**config.mk**
```make
export PLATFORM = sky130hd
export DESIGN_NAME = ahb_slave_dphase_flat
export DESIGN_NICKNAME = d
export VERILOG_FILES = /design/src/rtl/ahb_pkg.sv /design/src/rtl/ahb_slave_dphase_if.sv /design/src/rtl/ahb_region_decode.sv /design/src/rtl/ahb_slave_dphase.sv /design/src/flat_wrapper.sv
export SDC_FILE = /design/constraint.sdc
export NUM_CORES = 1
export LEC_CHECK = 0
export BUFFER_PORTS_ARGS = -buffer_cell sky130_fd_sc_hd__buf_2
export CAP_MARGIN = 5
export CORE_ASPECT_RATIO = 0.6
export CORE_MARGIN = 3
export CORE_UTILIZATION = 51
export DETAILED_ROUTE_END_ITERATION = 10
export PLACE_DENSITY = 0.9
export SYNTH_ARGS = -nofsm -noshare
export SYNTH_HDL_FRONTEND = slang
export SYNTH_HIERARCHICAL = 1
export SYNTH_SLANG_ARGS = --single-unit
```
**constraint.sdc**
```tcl
create_clock -name hclk -period 3.2 [get_ports hclk]
set_clock_uncertainty 0.15 [all_clocks]
set_input_delay 0.64 -clock hclk [delete_from_list [all_inputs] [get_ports hclk]]
set_output_delay 0.64 -clock hclk [all_outputs]
set_load 0.05 [all_outputs]
```
**src/rtl/ahb_pkg.sv**
```systemverilog
// Shared AHB-Lite definitions for the data-phase slave front end.
// Holds transfer/response encodings, default region bases and the FSM state type.
package ahb_pkg;

  typedef enum logic [1:0] {
    HT_IDLE   = 2'b00,
    HT_BUSY   = 2'b01,
    HT_NONSEQ = 2'b10,
    HT_SEQ    = 2'b11
  } htrans_e;

  localparam logic HRESP_OKAY  = 1'b0;
  localparam logic HRESP_ERROR = 1'b1;

  localparam logic [7:0] RAM_BASE_DEF = 8'hB0;
  localparam logic [7:0] ROM_BASE_DEF = 8'hA0;

  typedef enum logic [2:0] {
    ST_IDLE,
    ST_ACCESS,
    ST_WAIT,
    ST_ERR1,
    ST_ERR2
  } dphase_state_e;

endpackage

```
**src/rtl/ahb_slave_dphase_if.sv**
```systemverilog
// AHB-Lite address-phase and response signals seen by one slave.
interface ahb_slave_dphase_if;
  logic        hsel;
  logic [31:0] haddr;
  logic [1:0]  htrans;
  logic        hwrite;
  logic [2:0]  hsize;
  logic [3:0]  hprot;
  logic        hready_in;
  logic        hready_out;
  logic        hresp_out;

  modport master (
    output hsel, haddr, htrans, hwrite, hsize, hprot, hready_in,
    input  hready_out, hresp_out
  );

  modport slave (
    input  hsel, haddr, htrans, hwrite, hsize, hprot, hready_in,
    output hready_out, hresp_out
  );
endinterface

```
**src/rtl/ahb_region_decode.sv**
```systemverilog
// Combinational region and error classification of an address-phase transfer.
// Alignment checking is compiled in only when AHB_ALIGN_CHECK_EN is defined.
module ahb_region_decode
  import ahb_pkg::*;
#(
  parameter logic [7:0] RAM_BASE = RAM_BASE_DEF,
  parameter logic [7:0] ROM_BASE = ROM_BASE_DEF
) (
  input  logic [7:0] region,
  input  logic       hwrite,
  input  logic       hprot0,
`ifdef AHB_ALIGN_CHECK_EN
  input  logic [2:0] hsize,
  input  logic [1:0] addr_lo,
`endif
  output logic       is_rom,
  output logic       is_err
);

  logic is_ram;
  logic base_err;
  logic misaligned;

  // ROM is read-only and rejects data (hprot[0]) accesses; RAM never errors
  always_comb begin
    is_rom   = (region == ROM_BASE);
    is_ram   = (region == RAM_BASE);
    base_err = !(is_rom || is_ram) || (is_rom && (hwrite || hprot0));
  end

`ifdef AHB_ALIGN_CHECK_EN
  always_comb begin
    case (hsize)
      3'd0:    misaligned = 1'b0;
      3'd1:    misaligned = addr_lo[0];
      3'd2:    misaligned = (addr_lo != 2'b00);
      default: misaligned = 1'b1;
    endcase
  end
`else
  assign misaligned = 1'b0;
`endif

  assign is_err = base_err || misaligned;

endmodule

```
**src/rtl/ahb_slave_dphase.sv**
```systemverilog
// AHB-Lite slave data-phase sequencer: registers the address phase, inserts ROM
// wait states and drives the two-cycle ERROR response. Option: AHB_ALIGN_CHECK_EN.
module ahb_slave_dphase
  import ahb_pkg::*;
#(
  parameter int         ROM_WAIT = 1,
  parameter logic [7:0] RAM_BASE = RAM_BASE_DEF,
  parameter logic [7:0] ROM_BASE = ROM_BASE_DEF
) (
  input  logic                hclk,
  input  logic                hresetn,
  ahb_slave_dphase_if.slave   bus,
  output logic [31:0]         haddr_q,
  output logic                hwrite_q,
  output logic [3:0]          hprot_q,
  output logic [2:0]          hsize_q,
  output logic                muxsel,
  output logic                acc_valid
);

  dphase_state_e state;
  dphase_state_e state_nxt;
  dphase_state_e accept_state;
  logic [3:0]    wait_cnt;
  logic          can_accept;
  logic          trans_active;
  logic          accept;
  logic          is_rom;
  logic          is_err;

  ahb_region_decode #(
    .RAM_BASE (RAM_BASE),
    .ROM_BASE (ROM_BASE)
  ) u_decode (
    .region  (bus.haddr[31:24]),
    .hwrite  (bus.hwrite),
    .hprot0  (bus.hprot[0]),
`ifdef AHB_ALIGN_CHECK_EN
    .hsize   (bus.hsize),
    .addr_lo (bus.haddr[1:0]),
`endif
    .is_rom  (is_rom),
    .is_err  (is_err)
  );

  // A new address phase can only land while this slave is not stalling the bus
  always_comb begin
    trans_active = (htrans_e'(bus.htrans) inside {HT_NONSEQ, HT_SEQ});
    can_accept   = (state inside {ST_IDLE, ST_ACCESS, ST_ERR2});
    accept       = can_accept && bus.hsel && trans_active && bus.hready_in;
    if (is_err)
      accept_state = ST_ERR1;
    else if (is_rom && (ROM_WAIT > 0))
      accept_state = ST_WAIT;
    else
      accept_state = ST_ACCESS;
  end

  always_comb begin
    state_nxt = state;
    case (state)
      ST_IDLE, ST_ACCESS, ST_ERR2: state_nxt = accept ? accept_state : ST_IDLE;
      ST_WAIT:                     state_nxt = (wait_cnt <= 4'd1) ? ST_ACCESS : ST_WAIT;
      ST_ERR1:                     state_nxt = ST_ERR2;
      default:                     state_nxt = ST_IDLE;
    endcase
  end

  // Bus response and strobe are registered from the next state so they are glitch-free
  always_ff @(posedge hclk or negedge hresetn) begin
    if (!hresetn) begin
      state          <= ST_IDLE;
      wait_cnt       <= 4'd0;
      haddr_q        <= 32'd0;
      hwrite_q       <= 1'b0;
      hprot_q        <= 4'd0;
      hsize_q        <= 3'd0;
      muxsel         <= 1'b0;
      acc_valid      <= 1'b0;
      bus.hready_out <= 1'b1;
      bus.hresp_out  <= HRESP_OKAY;
    end else begin
      state          <= state_nxt;
      acc_valid      <= (state_nxt == ST_ACCESS);
      bus.hready_out <= !(state_nxt inside {ST_WAIT, ST_ERR1});
      bus.hresp_out  <= (state_nxt inside {ST_ERR1, ST_ERR2}) ? HRESP_ERROR : HRESP_OKAY;
      if (state_nxt == ST_WAIT && state != ST_WAIT)
        wait_cnt <= 4'(ROM_WAIT);
      else if (state == ST_WAIT)
        wait_cnt <= wait_cnt - 4'd1;
      if (accept) begin
        haddr_q  <= bus.haddr;
        hwrite_q <= bus.hwrite;
        hprot_q  <= bus.hprot;
        hsize_q  <= bus.hsize;
        muxsel   <= is_rom;
      end
    end
  end

endmodule

```
**src/flat_wrapper.sv**
```systemverilog
// flat-port wrapper written by rule: the top's interface ports become plain ports
module ahb_slave_dphase_flat import ahb_pkg::*;
#(
  parameter int         ROM_WAIT = 1,
  parameter logic [7:0] RAM_BASE = RAM_BASE_DEF,
  parameter logic [7:0] ROM_BASE = ROM_BASE_DEF
)
  (hclk, hresetn, haddr_q, hwrite_q, hprot_q, hsize_q, muxsel, acc_valid, bus_hsel, bus_haddr, bus_htrans, bus_hwrite, bus_hsize, bus_hprot, bus_hready_in, bus_hready_out, bus_hresp_out);
  ahb_slave_dphase_if bus_i ();
  input  logic hclk;
  input  logic hresetn;
  output logic [31:0] haddr_q;
  output logic hwrite_q;
  output logic [3:0] hprot_q;
  output logic [2:0] hsize_q;
  output logic muxsel;
  output logic acc_valid;
  input wire logic [$bits(bus_i.hsel)-1:0] bus_hsel;
  input wire logic [$bits(bus_i.haddr)-1:0] bus_haddr;
  input wire logic [$bits(bus_i.htrans)-1:0] bus_htrans;
  input wire logic [$bits(bus_i.hwrite)-1:0] bus_hwrite;
  input wire logic [$bits(bus_i.hsize)-1:0] bus_hsize;
  input wire logic [$bits(bus_i.hprot)-1:0] bus_hprot;
  input wire logic [$bits(bus_i.hready_in)-1:0] bus_hready_in;
  output wire logic [$bits(bus_i.hready_out)-1:0] bus_hready_out;
  output wire logic [$bits(bus_i.hresp_out)-1:0] bus_hresp_out;
  assign bus_i.hsel = bus_hsel;
  assign bus_i.haddr = bus_haddr;
  assign bus_i.htrans = bus_htrans;
  assign bus_i.hwrite = bus_hwrite;
  assign bus_i.hsize = bus_hsize;
  assign bus_i.hprot = bus_hprot;
  assign bus_i.hready_in = bus_hready_in;
  assign bus_hready_out = bus_i.hready_out;
  assign bus_hresp_out = bus_i.hresp_out;
  ahb_slave_dphase #(.ROM_WAIT(ROM_WAIT), .RAM_BASE(RAM_BASE), .ROM_BASE(ROM_BASE)) u_core (.hclk(hclk), .hresetn(hresetn), .bus(bus_i), .haddr_q(haddr_q), .hwrite_q(hwrite_q), .hprot_q(hprot_q), .hsize_q(hsize_q), .muxsel(muxsel), .acc_valid(acc_valid));
endmodule
```
Word level (Yosys, flattened, before mapping). Index checks and enable logic that the tools add are counted.

Register bits after elaboration: 51. Input bits: 46. Output and inout bits: 44.

Add/sub/neg operators: 1. $lt $le $gt $ge: 1. Equality and inequality tests: 13. Muxes and demuxes: 8. Reduce and logical (&&, ||, !) cells: 17.

Operator list (number): 8-bit equality test (second input constant) (2); 3-bit by 2-bit equality test with 1-bit output (second input constant) (4); 3-bit case mux with 3 select lines (1); 4-bit two-way mux (2); 2-bit nonzero test (4); 3-bit by 1-bit equality test with 1-bit output (second input constant) (2); 3-bit equality test (second input constant) (2); 2-bit two-way mux (3); 1-bit logical AND (5); 2-bit equality test (second input constant) (2); 4-bit by 1-bit <= comparator with 1-bit output (second input constant) (1); 4-bit by 1-bit subtractor with 4-bit output (second input constant) (1); 3-bit zero test (1); 1-bit logical OR (3); 3-bit two-way mux (1); 3-bit by 2-bit != test with 1-bit output (second input constant) (1); 3-bit nonzero test (1); 3-bit OR reduction (1); 1-bit zero test (2); 1-bit two-way mux (1).

Logic depth before layout (Yosys ltp). Gate-level depths: netlist of run 1.

Depth after elaboration: 10. Depth in mapped cells: 5.

By module. Netlist of run 1, hierarchy kept.

Modules (own cells, without submodules): ahb_slave_dphase (times used 1, cells each 130, area each 2200.9 µm², sequential area each 1277.5 µm²); ahb_region_decode (times used 1, cells each 5, area each 41.3 µm², sequential area each 0.0 µm²).

Least setup slack after synthesis of run 1. Ideal clock, no wire load.

Path kind: input -> register. From: in bus_haddr[30]. To: reg u_core.wait_cnt[0]. Arrival: 1.786 ns. Slack: 1.198 ns. Stages on the path: 5. Buffers on the path: 0. Cell sequence: nor4b_2 > o2111ai_1 > nand2b_1 > o31ai_1 > mux2_2.

Longest elaborated chain between the ends: 10. Elaborated cells on any way between the ends: 14.

RTL lines: from (decl) (RTL line flat_wrapper.sv:19) `input wire logic [$bits(bus_i.haddr)-1:0] bus_haddr;`; 8-bit equality test (on tied branches) (RTL line ahb_region_decode.sv:26, ahb_region_decode.sv:27); 1-bit logical OR (RTL line ahb_region_decode.sv:28) `base_err = !(is_rom || is_ram) || (is_rom && (hwrite || hprot0));`; 1-bit zero test (RTL line ahb_region_decode.sv:28); 1-bit logical OR (*) (RTL line ahb_region_decode.sv:28); via u_core.is_err (RTL line ahb_slave_dphase.sv:29) `logic is_err;`; 2-bit two-way mux (*) (RTL line ahb_slave_dphase.sv:51) `if (is_err)`; 3-bit two-way mux (*) (RTL line ahb_slave_dphase.sv:62) `ST_IDLE, ST_ACCESS, ST_ERR2: state_nxt = accept ? accept_state : ST_IDLE;`; 3-bit case mux with 3 select lines (*) (RTL line ahb_slave_dphase.sv:61) `case (state)`; 3-bit by 2-bit equality test with 1-bit output (*) (RTL line ahb_slave_dphase.sv:87) `if (state_nxt == ST_WAIT && state != ST_WAIT)`; 1-bit logical AND (*) (RTL line ahb_slave_dphase.sv:87); 4-bit two-way mux or 2-bit nonzero test (tied branches); to (signal assigned) (RTL line ahb_slave_dphase.sv:88) `wait_cnt <= 4'(ROM_WAIT);`; to (signal assigned) (RTL line ahb_slave_dphase.sv:90) `wait_cnt <= wait_cnt - 4'd1;`; to (decl) (RTL line ahb_slave_dphase.sv:24) `logic [3:0] wait_cnt;`.

The timed path passes the listed nets; every way through them passes the cells marked *. A chain may end at the register's enable or synchronous reset.

Worst setup path after layout of run 1. Ends and elaborated chain as after synthesis.

==> results.json, run 1 <==
{
  "grt_pass1_wl_um": 7220,
  "antenna_found_initial": 0,
  "synth_mux_area_share_pct": 27.3,
  "drt_first_pass_iters": 4,
  "layout-drive-gt1-share_pct": 63.0,
  "arrival_ns": 2.30,
  "synth_seq_cells": 51,
  "path_cells": "buf_2 -> nor4b_2 -> o2111ai_1 -> nand2b_1 -> o31ai_1 -> mux2_2",
  "cp-start-kind": "primary input",
  "finalPower_mw": 3.33,
  "min_period_ns": 2.22,
  "drv_slew": 0,
  "slowest_stage": "o31ai_1",
  "core_mm2": 0.00394,
  "pwr-share-clk_pct": 10.6,
  "synth_common_cells": "50 x dfrtp_1, 37 x mux2_4, 5 x mux2_2, 5 x nor2_1, 4 x a21oi_1",
  "min_period_over_period_pct": 69.2,
  "synth_enable_flop_cells": 0,
  "end_kind": "flip-flop",
  "setup_tns_ns": 0,
  "yosys.area.top_type": "dfrtp_1",
  "worstSkewPairLatency_ns": 0.30,
  "hold_viol": 0,
  "grt_max_degree": 30,
  "synth_top_family_by_area": "multiplexers",
  "drc_errors": 0,
  "ant_nets": 0,
  "cts.path.max_buffers": 2,
  "cts-root-buf": "clkbuf_8",
  "fp.dieW_um": 91.6,
  "relSlewSlack_pct": 64.7,
  "nFillCells": 279,
  "cp_top_family": "compound AO/OA/AOI/OAI gates",
  "dieArea_mm2": 0.00525,
  "synth.yosys.seq_area_share_pct": 57.0,
  "crit_required_ns": 3.28,
  "hold_class": "in2async",
  "vdd_drop_max_uv": 900,
  "clk_pin_slew_worst_paths_ns": 0.09,
  "rsz0062_at_grt": "false",
  "rows": 17,
  "fmax_mhz": 451,
  "avgRoutedWirePerCell_um": 15.5,
  "p_leak_nw": 1.50,
  "post_cts.resized_instances": 0,
  "synth_ff_type": "dfrtp_1",
  "numCtsBuffers": 5,
  "synthAdderAreaFrac_pct": 1.12,
  "cts.htree.levels": 2,
  "vias_per_cell": 4.89,
  "yosys-top-cells-area": "dfrtp_1 56%, mux2_4 25%, buf_12 2.7%",
  "synth_area_mm2": 0.00224,
  "initialDrtViolationCount": 39,
  "syn_inst": 135,
  "power_density_mw_per_mm2": 1200,
  "cts_tree": "yes",
  "crit_path_max_fanout": 4,
  "first_global_vias": 1448,
  "synth_nets": 183,
  "place_inst": 276,
  "num_vias": 1390,
  "layout.cells.non_filler": 284,
  "cts_setup_buffers": 0,
  "status": "completed",
  "area_delta_synth_final_pct": 23.8,
  "ioPinCount": 90,
  "cp_num_buf_inv": 1,
  "swShare_pct": 48.9,
  "synth_xor_area_share_pct": 0,
  "maxCapViolCount": 0,
  "ctsHoldBuffers": 0,
  "ys_warn_count": 6,
  "finalNetCount": 274,
  "p_int_mw": 1.70,
  "grt_use_total_pct": 17.5,
  "gp_congestion": 0.816,
  "io_buffers": 88,
  "pwr-share-comb_pct": 55.7,
  "power_switching_mw": 1.63,
  "synth_cell_types": 32,
  "die_h_um": 57.4,
  "cts.sinks": 51,
  "synth_top_area_share_pct": 55.8,
  "setup_viol": 0,
  "wirelength_um": 4400,
  "synthArstFlopShare_pct": 100,
  "slowest_delay_ns": 0.41,
  "synth-simple-area-share_pct": 5.58,
  "synth_compound_area_share_pct": 4.69,
  "tightest_slew_ns": 0.529,
  "hpwl_um": 3330,
  "grt_remaining_overflow": 0,
  "insertedDiodeCount": 0,
  "critPathKind": "in2reg",
  "start_util_pct": 57.0,
  "synth_area_per_cell_um2": 16.6,
  "yosysMostFrequentCell": "dfrtp_1",
  "seq_power_share_pct": 33.7
}
[per-stage QoR]
stage / setup slack [ns] / cell area [um^2] / hold slack (ns) / utilization (%)
6_report: 0.985 / 2780 / 0.166 / 70.6
5_1_grt: 0.896 / 2780 / 0.192 / 70.6
4_1_cts: 1.03 / 2780 / 0.171 / 70.6
3_5_place_dp: 0.721 / 2690 / 0.337 / 68.4
3_3_place_gp: 0.789 / 2690 / 0.335 / 68.4
2_1_floorplan: 1.20 / 2240 / 0.194 / -
[registers in the layout, indices dropped and copies added, names as in the netlist]
signal / count
u_core/state: 3
u_core/bus.hready_out: 1
u_core/haddr_q: 32
u_core/hwrite_q: 1
u_core/acc_valid: 1
u_core/bus.hresp_out: 1
u_core/hprot_q: 4
u_core/hsize_q: 3
u_core/muxsel: 1
u_core/wait_cnt: 4
[power by group through the flow]
stage	combinational, mW	sequential, mW	clock [mW]
floorplan	0.544	2.05	0
global placement	1.84	1.11	0
detailed placement	1.87	1.12	0
CTS	1.87	1.12	0.367
global route	1.93	1.17	0.390
finish	1.86	1.12	0.354
[kinds of logic (layout without fill, tap and decap cells)]
family | after synthesis | in the layout
flip-flops | 51 | 51
buffers and inverters | 8 | 100
multiplexers | 42 | 42
adder cells (fa/ha/maj) | 2 | 2
AND/OR/NAND/NOR | 17 | 17
AO/OA/AOI/OAI | 15 | 15
[layout make-up]
cell class	count	area [um^2]	share of cell area (%)
inverters	2	7.51	0.270
well taps	57	71.3	2.57
repair buffers	90	468	16.9
flip-flops and latches	51	1280	46.0
clock buffers	6	72.6	2.61
multi-input cells	76	867	31.2
clock inverters	2	12.5	0.451
[per-layer routing]
metal	GRT usage [%]	vias up	routed length [um]	part of all wire [%]
li1	-	662	-	-
met1	24.9	669	2070	47
met2	26.5	59	2010	46
met3	5.40	0	317	7.2
met4	3.86	0	0	0
met5	0	-	0	0
[cell usage in the layout, fill, tap and decap left out, types with 2 or more instances in the layout]
master,n
a21oi_1,4
buf_2,88
clkbuf_8,5
dfrtp_1,50
ha_1,2
inv_1,2
mux2_2,5
mux2_4,37
nor2_1,5
nor3_1,2
o21a_1,2
o2bb2ai_1,2
[worst paths after layout]
path                                          startpoint                               to  slack (ns)  cells past startpoint
setup / recovery                           bus_haddr[30]   u_core/wait_cnt[0]$_DFFE_PN0P_        0.98                      6
hold / removal                                   hresetn   u_core/haddr_q[22]$_DFFE_PN0N_        0.17                      1
setup reg to reg               u_core/state[1]$_DFF_PN0_   u_core/haddr_q[31]$_DFFE_PN0N_        1.18                      4
hold reg to reg            u_core/hprot_q[1]$_DFFE_PN0N_    u_core/hprot_q[1]$_DFFE_PN0N_        0.36                      1
max in group asynchronous                        hresetn  u_core/bus.hready_out$_DFF_PN1_        1.97                      2
min in group hclk          u_core/hprot_q[1]$_DFFE_PN0N_    u_core/hprot_q[1]$_DFFE_PN0N_        0.36                      1
(Power assumes the default switching activity.)
==> inputs of run 2 (changes only) <==
--- a/config.mk
+++ b/config.mk
@@ -9,9 +9,9 @@
 export CAP_MARGIN = 5
 export CORE_ASPECT_RATIO = 0.6
 export CORE_MARGIN = 3
-export CORE_UTILIZATION = 51
+export CORE_UTILIZATION = 48
 export DETAILED_ROUTE_END_ITERATION = 10
-export PLACE_DENSITY = 0.9
+export PLACE_DENSITY = 0.85
 export SYNTH_ARGS = -nofsm -noshare
 export SYNTH_HDL_FRONTEND = slang
 export SYNTH_HIERARCHICAL = 1
==> constraint.sdc (replaced) <==
create_clock -name hclk -period 2.1 [get_ports hclk]
set_clock_uncertainty 0.15 [all_clocks]
set_input_delay 0.42 -clock hclk [delete_from_list [all_inputs] [get_ports hclk]]
set_output_delay 0.42 -clock hclk [all_outputs]
set_load 0.05 [all_outputs]
==> run 2 against run 1 <==
Highest routed layer is now met4. Power is 59% higher. Via count is 2.2% higher. Sequential power is 53% higher. Critical endpoint is now u_core/hprot_q[3]$_DFFE_PN0N_. Critical path type is now reg2reg.
==> results.json, run 2 (same netlist as run 1, synthesis figures left out) <==
{
  "worstSkewPairLatency_ns": 0.30,
  "crit_required_ns": 2.14,
  "fp.dieW_um": 94.2,
  "place_inst": 282,
  "cts_tree": "yes",
  "gp_congestion": 0.800,
  "wirelength_um": 4350,
  "reg_top3": "u_core/haddr_q: 32 flops, u_core/hprot_q: 4 flops, u_core/wait_cnt: 4 flops",
  "insertedDiodeCount": 0,
  "ioPinCount": 90,
  "r2r-start": "u_core/state[1]$_DFF_PN0_",
  "drv_slew": 0,
  "hold_class": "in2reg",
  "grt_remaining_overflow": 0,
  "cts.htree.levels": 2,
  "relSlewSlack_pct": 62.5,
  "dieArea_mm2": 0.00555,
  "setup_viol": 0,
  "rsz0062_at_grt": "false",
  "min_period_over_period_pct": 86.3,
  "vias_per_cell": 4.88,
  "pre_cts_slack_ns": 0.0130,
  "pwr-share-clk_pct": 14.9,
  "layout.cells.non_filler": 291,
  "initialDrtViolationCount": 55,
  "setup_tns_ns": 0,
  "layout-drive-gt1-share_pct": 63.6,
  "final_common_cell": "buf_2",
  "hpwl_um": 3240,
  "min_from": "bus_haddr[13]",
  "clk_pin_slew_worst_paths_ns": 0.09,
  "cp-start-kind": "flip-flop",
  "finalInstanceArea_mm2": 0.00286,
  "finalWorstSetupSlack_ns": 0.287,
  "rows": 18,
  "drc_errors": 0,
  "p_leak_nw": 1.54,
  "crit_path_max_fanout": 26,
  "vdd_drop_max_uv": 1030,
  "top_register": "u_core/haddr_q",
  "tightest_slew_ns": 0.561,
  "pwr-share-comb_pct": 52.9,
  "min_period_ns": 1.81,
  "nFillCells": 334,
  "finalNetCount": 278,
  "antenna_found_initial": 0,
  "end_kind": "flip-flop",
  "drt_first_pass_iters": 4,
  "die_h_um": 58.9,
  "power_switching_mw": 2.48,
  "final_cell_mix": "88 x buf_2, 50 x dfrtp_1, 37 x mux2_4",
  "maxCapViolCount": 0,
  "placed_area_mm2": 0.00272,
  "grt_use_total_pct": 16.6,
  "startpoint": "u_core/state[1]$_DFF_PN0_",
  "numCtsBuffers": 5,
  "cts.sinks": 51,
  "status": "completed",
  "critPathKind": "reg2reg",
  "post_cts.resized_instances": 0,
  "grt_max_degree": 29,
  "start_util_pct": 52.1,
  "cts-root-buf": "clkbuf_8",
  "num_vias": 1421,
  "first_global_vias": 1412,
  "hold_viol": 0,
  "arrival_ns": 1.85,
  "seq_power_share_pct": 32.2,
  "largest_reg_flops": 32,
  "core_mm2": 0.00430,
  "ant_nets": 0,
  "swShare_pct": 46.6,
  "area_delta_synth_final_pct": 27.7,
  "avgRoutedWirePerCell_um": 14.9,
  "grt_pass1_wl_um": 6960,
  "io_buffers": 88,
  "cts.path.max_buffers": 2,
  "fmax_mhz": 552,
  "p_int_mw": 2.84,
  "power_density_mw_per_mm2": 1860
}
[run 2: cell types whose count changed in the layout (fill, tap and decap cells not counted), sizes merged]
cell / delta
bufinv: +2
dlygate4sd3: +1
clkinv: -1
buf: +3
clkbuf: -1
[run 2: area by class of cell]
class                      instances  area, um^2  share of cell area [%]
clock buffer                       5        68.8                    2.40
clock inverter                     3        67.6                    2.36
inverter                           2        7.51                   0.262
multi-input combinational         76         867                    30.3
sequential                        51        1280                    44.6
tap                               60        75.1                    2.62
timing repair buffer              94         500                    17.5
[run 2: path summary, 6_finish.rpt]
| check | end | slack (ns) | cells after the start |
|---|---|---|---|
| max | u_core/hprot_q[3]$_DFFE_PN0N_ | 0.29 | 4 |
| min in group asynchronous | u_core/acc_valid$_DFF_PN0_ | 0.53 | 2 |
| min reg2reg | u_core/hprot_q[2]$_DFFE_PN0N_ | 0.36 | 1 |
| max reg2reg | u_core/hprot_q[3]$_DFFE_PN0N_ | 0.29 | 4 |
| min | u_core/haddr_q[13]$_DFFE_PN0N_ | 0.20 | 2 |
| max in group asynchronous | u_core/haddr_q[11]$_DFFE_PN0N_ | 0.74 | 3 |
[run 2: critical path: stages (launching register included)]
cell	delay, ns
dfrtp_1	0.42
nand4b_4	0.19
or2_2	0.32
buf_4	0.27
mux2_4	0.35
[run 2: what timing repair did]
| action | 4_1_cts | 5_1_grt |
|---|---|---|
| buffers inserted | 0 | 0 |
| hold buffers | 1 | 0 |
| endpoints found under the hold margin | 22 | 0 |
[run 2: power by group through the flow]
stage / Sequential [mW] / Combinational (mW) / Clock, mW
2_1_floorplan: 3.13 / 0.828 / 0
3_3_place_gp: 1.69 / 2.80 / 0
3_5_place_dp: 1.71 / 2.83 / 0
4_1_cts: 1.71 / 2.83 / 0.816
5_1_grt: 1.78 / 2.95 / 0.863
6_report: 1.71 / 2.81 / 0.790
[run 2: through the flow]
step                      hold WS (ns)  util [%]  power (mW)
after floorplan                -0.0256         -        3.96
after global placement           0.282      63.2        4.49
after detailed placement         0.297      63.2        4.55
after CTS                        0.183      66.6        5.36
after global routing             0.174      66.6        5.59
final                            0.196      66.6        5.31
[run 2: metal layers]
layer / vias to the layer above / track usage [%] / share of wire, % / wire length (um)
li1: 675 / - / - / -
met1: 673 / 23.3 / 46 / 2020
met2: 68 / 24.2 / 42 / 1830
met3: 5 / 5.75 / 10 / 455
met4: 0 / 6.17 / 1.1 / 48
met5: - / 0 / 0 / 0
==> inputs of run 3 (changes only) <==
==> constraint.sdc (replaced) <==
create_clock -name hclk -period 2.1 [get_ports hclk]
set_clock_uncertainty 0.15 [all_clocks]
set_input_delay 0.315 -clock hclk [delete_from_list [all_inputs] [get_ports hclk]]
set_output_delay 0.315 -clock hclk [all_outputs]
set_load 0.05 [all_outputs]
==> run 3 against run 2 <==
Clock power is 29% lower. Non-clock buffer count stayed put. Count of clock-buffer cells in the layout stayed put.
==> results.json, run 3 (same netlist as run 1, synthesis figures left out) <==
{
  "worstSkewPairLatency_ns": 0.29,
  "dieArea_mm2": 0.00555,
  "layout-drive-gt1-share_pct": 63.6,
  "post_cts.resized_instances": 0,
  "placed_area_mm2": 0.00272,
  "power_density_mw_per_mm2": 1800,
  "insertedDiodeCount": 0,
  "seq_power_share_pct": 33.5,
  "grt_pass1_wl_um": 6980,
  "setup_viol": 0,
  "cp-start-kind": "flip-flop",
  "grt_remaining_overflow": 0,
  "start_util_pct": 52.1,
  "rows": 18,
  "initialDrtViolationCount": 55,
  "arrival_ns": 1.91,
  "power_switching_mw": 2.49,
  "path_cells": "nand4b_4 -> or2_2 -> buf_4 -> mux2_4",
  "crit_required_ns": 2.13,
  "area_delta_synth_final_pct": 25.8,
  "cts_tree": "yes",
  "avgRoutedWirePerCell_um": 14.7,
  "setup_tns_ns": 0,
  "die_h_um": 58.9,
  "reg_top3": "u_core/haddr_q: 32 flops, u_core/hprot_q: 4 flops, u_core/wait_cnt: 4 flops",
  "finalPower_mw": 5.09,
  "postLayoutCoreUtil_pct": 65.6,
  "cts-root-buf": "clkbuf_8",
  "relSlewSlack_pct": 63.8,
  "reg2regPathDepth": 4,
  "tightest_slew_ns": 0.542,
  "finalWorstSetupSlack_ns": 0.220,
  "critPathKind": "reg2reg",
  "final_common_cell": "buf_2",
  "ant_nets": 0,
  "cts.sinks": 51,
  "crit_path_max_fanout": 13,
  "fmax_mhz": 532,
  "p_int_mw": 2.60,
  "layout.cells.non_filler": 291,
  "gp_congestion": 0.783,
  "fp.dieW_um": 94.2,
  "slowest_stage": "or2_2",
  "min_period_over_period_pct": 89.5,
  "cts.htree.levels": 2,
  "nFillCells": 348,
  "wirelength_um": 4280,
  "top_register": "u_core/haddr_q",
  "finalNetCount": 278,
  "cts_setup_buffers": 0,
  "io_buffers": 88,
  "swShare_pct": 48.8,
  "hold_viol": 0,
  "grt_use_total_pct": 16.5,
  "vdd_drop_max_uv": 1240,
  "end_kind": "flip-flop",
  "core_mm2": 0.00430,
  "drt_first_pass_iters": 4,
  "ioPinCount": 90,
  "pwr-share-clk_pct": 11.0,
  "clk_pin_slew_worst_paths_ns": 0.10,
  "cts.path.max_buffers": 2,
  "pwr-share-comb_pct": 55.5,
  "drc_errors": 0,
  "maxCapViolCount": 0,
  "antenna_found_initial": 0,
  "final_cell_mix": "88 x buf_2, 50 x dfrtp_1, 37 x mux2_4",
  "vias_per_cell": 4.92,
  "whs_ns": 0.0918,
  "pre_cts_slack_ns": 0.109,
  "p_leak_nw": 1.52,
  "num_vias": 1431,
  "min_period_ns": 1.88,
  "grt_max_degree": 27,
  "slowest_delay_ns": 0.43,
  "hpwl_um": 3280,
  "numCtsBuffers": 5,
  "rsz0062_at_grt": "false",
  "drv_slew": 0,
  "finalInstanceArea_mm2": 0.00282,
  "place_inst": 282,
  "hold_class": "in2reg",
  "first_global_vias": 1446,
  "status": "completed",
  "hold_depth": 2,
  "largest_reg_flops": 32
}
## run 3: changes by cell type in the layout (fill, tap and decap cells not counted), sizes merged
cell    change
clkinv      +2
bufinv      -2
## run 3: metal layers
metal	vias up	GRT usage [%]	share of wire [%]
met5	-	0	0
met4	0	3.70	0.58
li1	673	-	-
met2	62	25.6	43
met3	2	5.11	9.2
met1	694	23.0	47
## run 3: area by class of cell
cell class / count / area [um^2] / share of cell area, %
sequential: 51 / 1280 / 45.3
tap: 60 / 75.1 / 2.66
clock buffer: 5 / 68.8 / 2.44
clock inverter: 3 / 25.0 / 0.887
multi-input combinational: 76 / 867 / 30.7
inverter: 2 / 7.51 / 0.266
timing repair buffer: 94 / 500 / 17.7
## run 3: path summary, 6_finish.rpt
path,start,to,slack [ns]
max,u_core/state[1]$_DFF_PN0_,u_core/haddr_q[16]$_DFFE_PN0N_,0.22
max in group asynchronous,hresetn,u_core/haddr_q[6]$_DFFE_PN0N_,0.81
max reg2reg,u_core/state[1]$_DFF_PN0_,u_core/haddr_q[16]$_DFFE_PN0N_,0.22
min,bus_haddr[8],u_core/haddr_q[8]$_DFFE_PN0N_,0.09
min in group asynchronous,hresetn,u_core/acc_valid$_DFF_PN0_,0.39
min reg2reg,u_core/haddr_q[13]$_DFFE_PN0N_,u_core/haddr_q[13]$_DFFE_PN0N_,0.36
## run 3: what timing repair did
action | in CTS | in global routing
hold endpoints to repair | 22 | 0
endpoints found under the setup margin | 0 | 0
hold buffers | 1 | 0
## run 3: worst max-delay path: cells and delay by family, from the launching register on
kind	cells	cell delay, ns
buf+inv	1	0.25
flops	1	0.42
simple gates	2	0.62
mux	1	0.32
## run 3: power groups by stage
stage	combinational (mW)	clock, mW	sequential [mW]
after floorplan	0.828	0	3.13
after global placement	2.80	0	1.70
after detailed placement	2.85	0	1.71
after CTS	2.85	0.589	1.71
after global routing	2.96	0.632	1.78
final	2.82	0.558	1.71
